File: config.mk
export PLATFORM = sky130hd
export DESIGN_NAME = dram_writer
export DESIGN_NICKNAME = d
export VERILOG_FILES = /design/src/rtl/dram_writer.sv
export SDC_FILE = /design/constraint.sdc
export NUM_CORES = 1
export LEC_CHECK = 0
export BUFFER_PORTS_ARGS = -buffer_cell sky130_fd_sc_hd__buf_2
export CAP_MARGIN = 20
export CORE_ASPECT_RATIO = 1.2
export CORE_UTILIZATION = 50
export CTS_BUF_LIST = sky130_fd_sc_hd__clkbuf_16
export CTS_CLUSTER_SIZE = 30
export DETAILED_ROUTE_END_ITERATION = 16
export PLACE_DENSITY = 0.82
export SLEW_MARGIN = 20
export SYNTH_ARGS = -nofsm -noshare
export SYNTH_HDL_FRONTEND = slang
export SYNTH_SLANG_ARGS = --single-unit
File: constraint.sdc
create_clock -name ACLK -period 2.35 [get_ports ACLK]
set_input_delay 0.1175 -clock ACLK [delete_from_list [all_inputs] [get_ports ACLK]]
set_output_delay 0.1175 -clock ACLK [all_outputs]
set_load 0.01 [all_outputs]
File: src/rtl/dram_writer.sv
// AXI3 write master: streams 64-bit beats to DRAM as fixed 16-beat, 128-byte INCR bursts.
// Zero-latency data passthrough; upstream is stalled directly by WREADY, config by CONFIG_READY.
module dram_writer (
  input  logic        ACLK,
  input  logic        ARESETN,
  output logic [31:0] M_AXI_AWADDR,
  output logic        M_AXI_AWVALID,
  input  logic        M_AXI_AWREADY,
  output logic [3:0]  M_AXI_AWLEN,
  output logic [1:0]  M_AXI_AWSIZE,
  output logic [1:0]  M_AXI_AWBURST,
  output logic [63:0] M_AXI_WDATA,
  output logic [7:0]  M_AXI_WSTRB,
  output logic        M_AXI_WVALID,
  input  logic        M_AXI_WREADY,
  output logic        M_AXI_WLAST,
  input  logic        M_AXI_BVALID,
  output logic        M_AXI_BREADY,
  input  logic [1:0]  M_AXI_BRESP,
  input  logic        CONFIG_VALID,
  output logic        CONFIG_READY,
  input  logic [31:0] CONFIG_START_ADDR,
  input  logic [31:0] CONFIG_NBYTES,
  input  logic        DATA_VALID,
  output logic        DATA_READY,
  input  logic [63:0] DATA,
  output logic        WRITE_ERROR
);

  localparam logic [0:0] A_IDLE  = 1'b0;
  localparam logic [0:0] A_AWAIT = 1'b1;
  localparam logic [0:0] D_IDLE  = 1'b0;
  localparam logic [0:0] D_WRITE = 1'b1;

  logic [0:0]  a_state;
  logic [0:0]  d_state;
  logic [31:0] awaddr;
  logic [24:0] a_count;
  logic [28:0] beat_total;
  logic [3:0]  beat_idx;
  logic [25:0] b_count;
  logic        write_error;

  logic [24:0] n_bursts;
  logic        accept;
  logic        start;
  logic        aw_hs;
  logic        w_hs;
  logic        b_hs;
  logic        unused_nbytes_lsbs;

  // Low 7 bits of the length are dropped: transfers are whole bursts only.
  assign n_bursts           = CONFIG_NBYTES[31:7];
  assign unused_nbytes_lsbs = ^CONFIG_NBYTES[6:0];

  assign CONFIG_READY = (a_state == A_IDLE) && (d_state == D_IDLE) && (b_count == 26'd0);
  assign accept       = CONFIG_VALID && CONFIG_READY;
  assign start        = accept && (n_bursts != 25'd0);

  assign M_AXI_AWADDR  = awaddr;
  assign M_AXI_AWVALID = (a_state == A_AWAIT);
  assign M_AXI_AWLEN   = 4'b1111;
  assign M_AXI_AWSIZE  = 2'b11;
  assign M_AXI_AWBURST = 2'b01;
  assign M_AXI_WDATA   = DATA;
  assign M_AXI_WSTRB   = 8'hFF;
  assign M_AXI_WVALID  = (d_state == D_WRITE) && DATA_VALID;
  assign DATA_READY    = (d_state == D_WRITE) && M_AXI_WREADY;
  assign M_AXI_WLAST   = (beat_idx == 4'd15);
  assign M_AXI_BREADY  = (b_count != 26'd0);
  assign WRITE_ERROR   = write_error;

  assign aw_hs = M_AXI_AWVALID && M_AXI_AWREADY;
  assign w_hs  = M_AXI_WVALID && M_AXI_WREADY;
  assign b_hs  = M_AXI_BVALID && M_AXI_BREADY;

  always_ff @(posedge ACLK) begin
    if (!ARESETN) begin
      a_state <= A_IDLE;
      awaddr  <= 32'd0;
      a_count <= 25'd0;
    end else begin
      case (a_state)
        A_IDLE: begin
          if (start) begin
            awaddr  <= CONFIG_START_ADDR;
            a_count <= n_bursts;
            a_state <= A_AWAIT;
          end
        end
        default: begin
          if (aw_hs) begin
            awaddr  <= awaddr + 32'd128;
            a_count <= a_count - 25'd1;
            if (a_count == 25'd1) a_state <= A_IDLE;
          end
        end
      endcase
    end
  end

  // W beats run independently of AW; the interconnect may see data before address.
  always_ff @(posedge ACLK) begin
    if (!ARESETN) begin
      d_state    <= D_IDLE;
      beat_total <= 29'd0;
      beat_idx   <= 4'd0;
    end else begin
      case (d_state)
        D_IDLE: begin
          if (start) begin
            beat_total <= {n_bursts, 4'b0000};
            beat_idx   <= 4'd0;
            d_state    <= D_WRITE;
          end
        end
        default: begin
          if (w_hs) begin
            beat_idx   <= beat_idx + 4'd1;
            beat_total <= beat_total - 29'd1;
            if (beat_total == 29'd1) d_state <= D_IDLE;
          end
        end
      endcase
    end
  end

  // BREADY is gated by the count, so stray responses at zero never underflow it.
  always_ff @(posedge ACLK) begin
    if (!ARESETN) begin
      b_count     <= 26'd0;
      write_error <= 1'b0;
    end else if (accept) begin
      b_count     <= {1'b0, n_bursts};
      write_error <= 1'b0;
    end else if (b_hs) begin
      b_count <= b_count - 26'd1;
      if (M_AXI_BRESP != 2'b00) write_error <= 1'b1;
    end
  end

endmodule

==> flow_metrics.env <==
export IMPL_track_usage=0.300
export IMPL_syn_inst=1043
export IMPL_multiInputGateArea_sq_um=4510
export IMPL_holdPathEnd="WRITE_ERROR"
export IMPL_drtAntennaViolNets=0
export IMPL_dpl_worst_slack_ns=-0.0573
export IMPL_drtIter0Drc=943
export IMPL_synth_ff_latch_count=119
export IMPL_drv_cap=0
export IMPL_synth_main_ff_cell="dfxtp_1"
export IMPL_die_h_um=138
export IMPL_critPathMaxFanout=14
export IMPL_nFillCells=1234
export IMPL_final_cell_area_sq_um=9170
export IMPL_vias_per_cell=6.13
export IMPL_required_ns=2.65
export IMPL_ir_drop_mv=1.08
export IMPL_die_x_um=115
export IMPL_initial_core_util=0.512
export IMPL_place_area_sq_um=8280
export IMPL_clockRootBuffer="clkbuf_16"
export IMPL_clkSlewWorstSetupHoldPaths_ns=0.06
export IMPL_yosysWarnings=0
export IMPL_critPathLaunchType="flip-flop"
export IMPL_max_slew_margin=0.547
export IMPL_reg2regPathDepth=12
export IMPL_port_buffers=104
export IMPL_worst_hold_path_type="in2reg"
export IMPL_use_met3=0.0638
export IMPL_syn_to_final_growth_pct=19.2
export IMPL_firstDrtPassIters=5
export IMPL_fin_worst_skew_ns=0.00854
export IMPL_min_from="M_AXI_BRESP[0]"
export IMPL_r2r_start="b_count[1]"
export IMPL_n_antenna_cell=0
export IMPL_insertion_delay_ns=0.43
export IMPL_grt_pass1_vias=7494
export IMPL_grt_busiest_layer="met2"
export IMPL_min_period_over_period=0.986
export IMPL_layout_drive_gt1_share=0.218
export IMPL_numCtsBuffers=17
export IMPL_syn_avg_cell_area_sq_um=7.37
export IMPL_setup_ws_ns=0.0324
export IMPL_whs_path_depth=3
export IMPL_cp_end_kind="flip-flop"
export IMPL_io_pins=256
export IMPL_cts_tree="built"
export IMPL_fmax_ghz=0.431
export IMPL_ctsLongestPathBuffers=2
export IMPL_power_leakage_nw=3.77
export IMPL_fin_nets=1287
export IMPL_syn_area_sq_um=7690
export IMPL_regArea_sq_um=2380
export IMPL_synth_edff_count=0
export IMPL_grt_max_degree=71
export IMPL_row_count=49
export IMPL_min_period_ns=2.32
export IMPL_setup_violations_final=0
export IMPL_rsz0062_at_grt="yes"
export IMPL_setup_tns_final_ns=0
export IMPL_timing_rr_end="beat_total[24]"
export IMPL_met1_usage=0.354
export IMPL_tightest_slew_ns=0.680
export IMPL_hold_ws_ns=0.00421
export IMPL_drc=0
export IMPL_routed_wl_um=24100
export IMPL_finalHoldViolCount=0
export IMPL_grt_overflow_total=0
export IMPL_cp_startpoint="b_count[1]"
export IMPL_core_region_area_sq_um=15000
export IMPL_antenna_found_initial=0
export IMPL_place_gp_congestion=0.924
export IMPL_powerDensity_nw_per_um2=1660
export IMPL_r2r_slack_ns=0.03
export IMPL_post_drt_wl_per_cell_um=17.7
export IMPL_htreeDepth=4
export IMPL_async_flop_share=0
export IMPL_critPathKind="reg2reg"
export IMPL_grt_pass1_wl_um=37000
export IMPL_ys_seq_area_frac=0.310
export IMPL_outcome="finished clean"
export IMPL_cts_sinks=119
export IMPL_grt_util_met2=0.484
export IMPL_dieArea_sq_um=15900
export IMPL_synth_distinct_cells=69
export IMPL_vias=8336
export IMPL_arrival_ns=2.61
export IMPL_dp_hpwl_um=16300
export IMPL_final_max_slew_viol_count=0
==> power by group <==
part / internal (W) / switching (W)
sequential: 0.00266 / 0.000664
clock: 0.00141 / 0.000951
combinational: 0.00390 / 0.00561
==> placed cells by master (no fill, tap or decap), types with 17 or more instances in the layout <==
master / n
nand3_1: 39
inv_1: 27
nor2_1: 75
a21oi_1: 109
buf_4: 81
o21ai_1: 36
clkbuf_16: 17
o21ai_0: 28
buf_2: 104
nand2_1: 151
nor2b_1: 19
dfxtp_1: 117
nor3_1: 27
nor4_1: 23
==> through the flow <==
stage / utilization / total power, W / instances
2_1_floorplan: - / 0.00916 / 1057
3_3_place_gp: 0.551 / 0.0119 / 1296
3_5_place_dp: 0.551 / 0.0121 / 1296
4_1_cts: 0.596 / 0.0145 / 1342
5_1_grt: 0.610 / 0.0163 / 1359
6_report: 0.610 / 0.0152 / 1359
==> cells by family after synthesis <==
family,share of synthesized area
other,0.000977
multiplexers,0.0132
AND/OR/NAND/NOR,0.273
XOR/XNOR,0.0273
AO/OA/AOI/OAI,0.240
adder cells (fa/ha/maj),0.0130
flip-flops,0.310
buffers and inverters,0.123
==> worst max-delay path by stage <==
| stage | cells past startpoint | slack [ns] | endpoint |
|---|---|---|---|
| after floorplan | 8 | 0.19 | M_AXI_AWADDR[27] |
| after global placement | 8 | -0.04 | a_count[7] |
| after global routing | 12 | -0.06 | beat_total[24] |
| after CTS | 9 | -0.001 | beat_total[24] |
| final | 12 | 0.03 | beat_total[24] |
| after detailed placement | 8 | -0.06 | a_count[7] |
==> state kept, by name, indices dropped and copies added, names as in the netlist <==
register / count
d_state: 1
a_count: 25
beat_idx: 4
WRITE_ERROR: 1
beat_total: 29
M_AXI_AWADDR: 32
M_AXI_AWVALID: 1
b_count: 26
==> worst max-delay path, stage by stage (launching register included) <==
cell       delay (ns)
dfxtp_1          0.30
inv_1            0.07
ha_2             0.17
nor4b_4          0.17
buf_4            0.15
nand2_1          0.11
a2111oi_4        0.35
buf_4            0.21
buf_8            0.15
nor2_4           0.08
buf_12           0.17
o21ai_1          0.16
a21oi_1          0.10
==> metal layers <==
| layer | share of wire | vias up |
|---|---|---|
| li1 | - | 3874 |
| met1 | 0.38 | 3864 |
| met2 | 0.46 | 485 |
| met3 | 0.097 | 113 |
| met4 | 0.060 | 0 |
| met5 | 0 | - |
==> synthesized netlist by cell type (all sizes together) (6+ instances only) <==
cell	number	area (sq um)
nand2	151	567
dfxtp	119	2380
a21oi	113	566
buf	96	678
nor2	78	293
o21ai	64	320
clkbuf	45	169
nand3	39	195
nor3	29	150
inv	27	101
nor4	26	193
nor2b	19	119
o32ai	17	149
nand4	16	100
xor2	14	123
a31oi	12	75.1
a211oi	10	75.1
and3	10	62.6
o22ai	10	62.6
xnor2	10	87.6
mux2i	9	90.1
ha	8	100
o31ai	8	60.1
or4	7	60.1
a31o	6	52.6
and2	6	37.5
nand2b	6	37.5
nor4b	6	67.6
o21a	6	45.0
or3	6	37.5
==> cell type report <==
cell class	instances	area share
Sequential cell	119	0.260
Tap cell	204	0.0278
Inverter	27	0.0111
Clock inverter	15	0.0105
Multi-Input combinational cell	771	0.492
Clock buffer	17	0.0464
Timing Repair Buffer	206	0.152
==> what timing repair did <==
action,4_1_cts,5_1_grt
buffers inserted,0,16
hold buffers,14,0
endpoints found under the hold margin,14,0
gates resized for setup,3,18
gates cloned,0,1
endpoints found under the setup margin,16,46
pin swaps,1,6
Power figures use the tool's default switching activity.
